==> src/rtl/mrc_sign_resolver.sv <==
// -----------------------------------------------------------------------------
// mrc_sign_resolver
//
// Terminal stage of the dual positive/negative modulus-compare chain.
// Every operand issued into the chain is tagged. A {valid, tag} delay line
// brings that tag back into line with the final 2-bit compare codes. The
// aligned pair is classified into POS / NEG / OVF / ERR. Classified results
// are queued in a show-ahead FIFO behind a valid/ready output port.
// Saturating ERR/OVF event counters and a sticky drop flag report to the host.
//
// Handshake: a result leaves the FIFO on every rising edge where
// out_valid && out_ready. While out_valid is high and out_ready is low,
// out_class and out_tag hold steady. The chain itself cannot be stalled.
// A classified result that finds the FIFO full, with no pop in the same
// cycle, is lost and sets drop_sticky.
//
// Ports
//   clk            in   1      rising-edge clock
//   reset_n        in   1      asynchronous active-low reset
//   issue_valid    in   1      first compare stage takes an operand this cycle
//   issue_tag      in   TAG_W  tag travelling with that operand
//   sign_result_A  in   2      final code vs positive bound P
//   sign_result_B  in   2      final code vs negative bound N (P < N)
//   out_valid      out  1      FIFO head valid
//   out_ready      in   1      consumer takes the head on out_valid & out_ready
//   out_class      out  2      00 POS, 01 NEG, 10 OVF, 11 ERR
//   out_tag        out  TAG_W  tag of the head entry
//   fifo_full      out  1      FIFO holds DEPTH entries
//   drop_sticky    out  1      a result was lost to a full FIFO
//   clear_stats    in   1      synchronous clear of counters and drop_sticky
//   err_count      out  CNT_W  saturating count of ERR classifications
//   ovf_count      out  CNT_W  saturating count of OVF classifications
// -----------------------------------------------------------------------------
module mrc_sign_resolver #(
    parameter int PIPE_LAT = 9,
    parameter int TAG_W    = 4,
    parameter int DEPTH    = 8,
    parameter int CNT_W    = 16
) (
    input  logic             clk,
    input  logic             reset_n,
    input  logic             issue_valid,
    input  logic [TAG_W-1:0] issue_tag,
    input  logic [1:0]       sign_result_A,
    input  logic [1:0]       sign_result_B,
    output logic             out_valid,
    input  logic             out_ready,
    output logic [1:0]       out_class,
    output logic [TAG_W-1:0] out_tag,
    output logic             fifo_full,
    output logic             drop_sticky,
    input  logic             clear_stats,
    output logic [CNT_W-1:0] err_count,
    output logic [CNT_W-1:0] ovf_count
);

    localparam int AW = $clog2(DEPTH);
    localparam int EW = TAG_W + 2;

    localparam logic [1:0] CLS_POS = 2'b00;
    localparam logic [1:0] CLS_NEG = 2'b01;
    localparam logic [1:0] CLS_OVF = 2'b10;
    localparam logic [1:0] CLS_ERR = 2'b11;

    // Compare code encoding.
    localparam logic [1:0] CMP_EQ  = 2'b00;
    localparam logic [1:0] CMP_LT  = 2'b01;
    localparam logic [1:0] CMP_GT  = 2'b10;
    localparam logic [1:0] CMP_BAD = 2'b11;

    localparam logic [AW-1:0]    PTR_ONE    = AW'(1);
    localparam logic [AW:0]      COUNT_ONE  = (AW+1)'(1);
    localparam logic [AW:0]      COUNT_FULL = (AW+1)'(DEPTH);
    localparam logic [CNT_W-1:0] CNT_ONE    = CNT_W'(1);

    // -------------------------------------------------------------------------
    // Delay line: stage k holds an issue made k+1 cycles ago. The last stage
    // therefore lines up with the compare codes arriving PIPE_LAT cycles after
    // the issue. Reset clears every valid, so codes that belong to pre-reset
    // issues are never looked at.
    // -------------------------------------------------------------------------
    logic [PIPE_LAT-1:0] r_dl_valid;
    logic [TAG_W-1:0]    r_dl_tag [PIPE_LAT];

    always_ff @(posedge clk or negedge reset_n) begin
        if (!reset_n) begin
            r_dl_valid <= '0;
            for (int i = 0; i < PIPE_LAT; i++) begin
                r_dl_tag[i] <= '0;
            end
        end else begin
            r_dl_valid[0] <= issue_valid;
            r_dl_tag[0]   <= issue_tag;
            for (int i = 1; i < PIPE_LAT; i++) begin
                r_dl_valid[i] <= r_dl_valid[i-1];
                r_dl_tag[i]   <= r_dl_tag[i-1];
            end
        end
    end

    logic             w_al_valid;
    logic [TAG_W-1:0] w_al_tag;

    assign w_al_valid = r_dl_valid[PIPE_LAT-1];
    assign w_al_tag   = r_dl_tag[PIPE_LAT-1];

    // -------------------------------------------------------------------------
    // Classification.
    // A in {EQ,LT} means X <= P. B in {EQ,GT} means X >= N.
    // Both true at once is impossible when P < N, so that case is reported
    // as ERR, just like a corrupt code.
    // -------------------------------------------------------------------------
    logic       w_le_p;
    logic       w_ge_n;
    logic       w_corrupt;
    logic [1:0] w_class;

    assign w_le_p    = (sign_result_A == CMP_EQ) || (sign_result_A == CMP_LT);
    assign w_ge_n    = (sign_result_B == CMP_EQ) || (sign_result_B == CMP_GT);
    assign w_corrupt = (sign_result_A == CMP_BAD) || (sign_result_B == CMP_BAD);

    always_comb begin
        w_class = CLS_ERR;
        if (w_corrupt) begin
            w_class = CLS_ERR;
        end else if (w_le_p && !w_ge_n) begin
            w_class = CLS_POS;
        end else if (!w_le_p && w_ge_n) begin
            w_class = CLS_NEG;
        end else if (!w_le_p && !w_ge_n) begin
            w_class = CLS_OVF;
        end else begin
            w_class = CLS_ERR;
        end
    end

    logic w_inc_err;
    logic w_inc_ovf;

    assign w_inc_err = w_al_valid && (w_class == CLS_ERR);
    assign w_inc_ovf = w_al_valid && (w_class == CLS_OVF);

    logic             r_cls_valid;
    logic [1:0]       r_cls_class;
    logic [TAG_W-1:0] r_cls_tag;

    always_ff @(posedge clk or negedge reset_n) begin
        if (!reset_n) begin
            r_cls_valid <= 1'b0;
            r_cls_class <= 2'b00;
            r_cls_tag   <= '0;
        end else begin
            r_cls_valid <= w_al_valid;
            if (w_al_valid) begin
                r_cls_class <= w_class;
                r_cls_tag   <= w_al_tag;
            end
        end
    end

    // -------------------------------------------------------------------------
    // Result FIFO: show-ahead, with no bypass from the classify register.
    // out_valid and fifo_full are registered copies derived from the next
    // occupancy. A pop in the same cycle frees a slot, so a push into a
    // full FIFO then still succeeds.
    // -------------------------------------------------------------------------
    logic [EW-1:0] r_mem [DEPTH];
    logic [AW-1:0] r_wptr;
    logic [AW-1:0] r_rptr;
    logic [AW:0]   r_count;
    logic          r_out_valid;
    logic          r_full;

    logic          w_pop;
    logic          w_push;
    logic          w_drop;
    logic [AW:0]   w_count_nxt;
    logic [EW-1:0] w_head;

    assign w_pop  = r_out_valid && out_ready;
    assign w_push = r_cls_valid && (!r_full || w_pop);
    assign w_drop = r_cls_valid && r_full && !w_pop;

    always_comb begin
        w_count_nxt = r_count;
        case ({w_push, w_pop})
            2'b10:   w_count_nxt = r_count + COUNT_ONE;
            2'b01:   w_count_nxt = r_count - COUNT_ONE;
            default: w_count_nxt = r_count;
        endcase
    end

    always_ff @(posedge clk) begin
        if (w_push) begin
            r_mem[r_wptr] <= {r_cls_class, r_cls_tag};
        end
    end

    always_ff @(posedge clk or negedge reset_n) begin
        if (!reset_n) begin
            r_wptr      <= '0;
            r_rptr      <= '0;
            r_count     <= '0;
            r_out_valid <= 1'b0;
            r_full      <= 1'b0;
        end else begin
            if (w_push) begin
                r_wptr <= r_wptr + PTR_ONE;
            end
            if (w_pop) begin
                r_rptr <= r_rptr + PTR_ONE;
            end
            r_count     <= w_count_nxt;
            r_out_valid <= (w_count_nxt != '0);
            r_full      <= (w_count_nxt == COUNT_FULL);
        end
    end

    // The storage array is not reset. The head is therefore masked to zero
    // while empty, so the outputs read 0 out of reset.
    assign w_head    = r_mem[r_rptr];
    assign out_valid = r_out_valid;
    assign fifo_full = r_full;
    assign out_class = r_out_valid ? w_head[EW-1:TAG_W] : 2'b00;
    assign out_tag   = r_out_valid ? w_head[TAG_W-1:0] : '0;

    // -------------------------------------------------------------------------
    // Host statistics. The counters count classifications, not FIFO writes,
    // so a dropped ERR/OVF is still counted. clear_stats beats a same-cycle
    // increment. A same-cycle drop beats clear_stats on the sticky flag, so
    // a loss is never hidden.
    // -------------------------------------------------------------------------
    logic [CNT_W-1:0] r_err_cnt;
    logic [CNT_W-1:0] r_ovf_cnt;
    logic             r_drop;

    always_ff @(posedge clk or negedge reset_n) begin
        if (!reset_n) begin
            r_err_cnt <= '0;
            r_ovf_cnt <= '0;
        end else if (clear_stats) begin
            r_err_cnt <= '0;
            r_ovf_cnt <= '0;
        end else begin
            if (w_inc_err && !(&r_err_cnt)) begin
                r_err_cnt <= r_err_cnt + CNT_ONE;
            end
            if (w_inc_ovf && !(&r_ovf_cnt)) begin
                r_ovf_cnt <= r_ovf_cnt + CNT_ONE;
            end
        end
    end

    always_ff @(posedge clk or negedge reset_n) begin
        if (!reset_n) begin
            r_drop <= 1'b0;
        end else if (w_drop) begin
            r_drop <= 1'b1;
        end else if (clear_stats) begin
            r_drop <= 1'b0;
        end
    end

    assign err_count   = r_err_cnt;
    assign ovf_count   = r_ovf_cnt;
    assign drop_sticky = r_drop;

endmodule

==> config.mk <==
export PLATFORM = sky130hd
export DESIGN_NAME = mrc_sign_resolver
export DESIGN_NICKNAME = d
export VERILOG_FILES = /design/src/rtl/mrc_sign_resolver.sv
export SDC_FILE = /design/constraint.sdc
export NUM_CORES = 1
export LEC_CHECK = 0
export BUFFER_PORTS_ARGS = -buffer_cell sky130_fd_sc_hd__buf_2
export CORE_MARGIN = 1.5
export CORE_UTILIZATION = 55
export DETAILED_ROUTE_END_ITERATION = 10
export GPL_ROUTABILITY_DRIVEN = 0
export PLACE_DENSITY = 0.77
export SLEW_MARGIN = 20
export SYNTH_ARGS = -nofsm -noshare
export SYNTH_HDL_FRONTEND = slang
export SYNTH_SLANG_ARGS = --single-unit
==> constraint.sdc <==
create_clock -name clk -period 3.5 [get_ports clk]
set_input_delay 0.525 -clock clk [delete_from_list [all_inputs] [get_ports clk]]
set_output_delay 0.525 -clock clk [all_outputs]
set_load 0.01 [all_outputs]
==> flow_summary.yaml <==
outcome:
  status: "finished, final reports clean"
routing:
  via_count: 3621
  avgViaCountPerCell: 5.766
  routed_wl_um: 10750
  drc: 0
  dr.pass1.iters: 4
  postRouteAntennaNets: 0
  first_iter_violations: 211
  wl_per_cell_um: 17.12
global_route:
  overflow: 0
  antenna_found_initial: 0
  grt_max_degree: 45
  grt_pass1_vias: 3562
  grt_usage: 0.2020
  grt_pass1_wl_um: 17550
yosys:
  ys_ff_latch: 145
  synthTopCellsByArea: "dfrtp_1, edfxtp_1, mux4_2"
  synthArstFlopShare: 0.6690
  synth_edf_count: 48
  ys_warn_count: 0
  synth_cell_types: 65
  netlist_instances: 418
  ys_seq_area_frac: 0.6516
  synth_area_mm2: 0.005937
  syn_avg_cell_area_um2: 14.20
  synthFlopType: "dfrtp_1"
  synth_top_area_share: 0.4089
  syn-num-nets: 440
  synth_top_cell_by_area: "dfrtp_1"
timing:
  min_period_ns: 2.949
  hold_viol: 0
  rsz0062_at_grt: "false"
  fmax_mhz: 339.0
  worstMarginPinSlew_ns: 0.9808
  setup-violations-final: 0
  fin_worst_skew_ns: 0.008443
  relSlewSlack: 0.3411
  slew_violations: 0
  finalSetupTns_ns: 0
  post-route-period-util: 0.8427
critical_path:
  crit_arrival_ns: 3.34
  reg2reg_from: "out_valid"
  r2r_end: "out_valid"
  critPathRequiredTime_ns: 3.89
  r2r_cells: 10
  cp-end-kind: "flop"
  critical_path_class: "reg -> reg"
  crit_fanout: 8
  reg2reg_setup_slack_ns: 0.55
  critPathLaunchType: "flop"
power_and_ir_drop:
  p_int_mw: 3.328
  seq_power_share: 0.469
  p_clk_frac: 0.359
  p_sw_mw: 1.314
  ir_drop_uv: 484.6
  swShare: 0.2831
  p_leak_nw: 2.824
  p_per_area_mw_per_mm2: 675.2
  pwr-share-comb: 0.172
placement:
  place_area_mm2: 0.006327
  place_hpwl_um: 6916
  placed_cells: 596
  io_buffers: 53
cells_and_area:
  design_area_mm2: 0.006875
  drive_gt1_frac: 0.2439
  layout_commonest_cell: "dfrtp_1"
  diodes: 0
  utilization: 0.6601
  fin_nets: 501
  syn_to_final_growth_pct: 15.81
  fin_cells: 628
  final_cell_mix: "dfrtp_1, buf_2, edfxtp_1, nand2_1, nor2_1"
clock_tree:
  cts.reportedPaths.clkPinSlew_ns: 0.06
  cts_hold_buf: 0
  root_buffer: "clkbuf_8"
  postCtsSetupBuffers: 0
  cts.repair.resized: 0
  insertion_delay_ns: 0.52
  cts_buffers: 17
  htreeDepth: 4
  cts_tree: "yes"
  cts.sinks: 145
  clockBufferDepth: 2
die:
  fp.dieW_um: 106.9
  pin_count: 54
  die_y_um: 106.9
  coreArea_mm2: 0.01042
  std_cell_rows: 37
  dieArea_mm2: 0.01143
  initial_core_util: 0.5700
job:
  cap_violations: 0
min_path:
  hold_class: "in -> async"
critical path, cell delays in order (launching register included):
cell      delay, ns
dfrtp_1        0.46
nand2_1        0.21
a21boi_1       0.39
inv_1          0.16
ha_1           0.27
xor2_1         0.18
ha_1           0.27
mux2_2         0.27
nor2_1         0.12
nor4b_1        0.35
o211ai_1       0.14
logic make-up (layout without fill, tap and decap cells):
kind of cell / count (synthesis) / after routing / synth area share
AOI/OAI and AO/OA: 64 / 64 / 0.08008
xor gates and xnor gates: 7 / 7 / 0.01033
adders and majority gates: 9 / 9 / 0.01897
buffers and inverters: 28 / 102 / 0.02129
DFF: 145 / 145 / 0.6516
muxes: 34 / 34 / 0.08577
and+or+nand+nor: 131 / 131 / 0.1319
per-layer routing:
metal,track usage,part of all wire,vias to the layer above
met4,0.06762,0.018,0
met3,0.05653,0.044,21
met5,0,0,-
met1,0.2618,0.44,1804
li1,-,-,1700
met2,0.3306,0.50,96
how the worst max path moves through the flow:
stage	from	end	slack, ns
after floorplan	out_ready	out_valid	0.90
after global placement	out_ready	out_valid	0.67
after detailed placement	out_ready	out_valid	0.54
after CTS	r_rptr[0]	out_class[0]	0.49
after global routing	out_valid	out_valid	0.29
final	out_valid	out_valid	0.55
flip-flops by register name (all words and copies together), names as in the netlist, 2 cells and up:
register	cells
w_al_tag	4
ovf_count	16
r_wptr	3
r_dl_tag	32
r_mem	48
r_cls_class	2
err_count	16
r_count	4
r_dl_valid	9
r_rptr	3
r_cls_tag	4
synthesized netlist by cell type (all sizes together) (3+ instances only):
cell type	instances
dfrtp	97
edfxtp	48
nand2	25
nor2	22
a21oi	17
nor2b	16
mux2	15
inv	13
mux4	12
nor4	11
or4	11
nand3	10
clkbuf	9
ha	9
o31ai	9
nor3	8
mux2i	7
nand4	7
o21ai	7
buf	6
xnor2	5
and3	4
and4	4
nand2b	4
o41ai	4
a211oi	3
o31a	3
cell type report:
class | count | area (um2)
multi-input combinational | 245 | 1942
clock inverter | 14 | 130.1
sequential | 145 | 3869
tap | 136 | 170.2
clock buffer | 18 | 417.9
inverter | 13 | 48.80
fill | 730 | 3541
timing repair buffer | 57 | 297.8
through the flow:
step                      hold WS, ns  total power [mW]  worst slack (ns)
after floorplan                0.2294             2.741            0.8972
after global placement         0.3325             2.964            0.6726
after detailed placement       0.3347             3.011            0.5439
after CTS                    0.005774             4.687            0.4914
after global routing          0.02698             4.866            0.2890
final                        0.002455             4.643            0.5505
power by group through the flow:
stage	sequential (mW)	clock (mW)	combinational [mW]
global route	2.21	1.76	0.894
detailed placement	2.21	0	0.799
global placement	2.19	0	0.775
CTS	2.18	1.70	0.808
floorplan	2.09	0	0.650
finish	2.18	1.67	0.798
(Power assumes the default switching activity.)
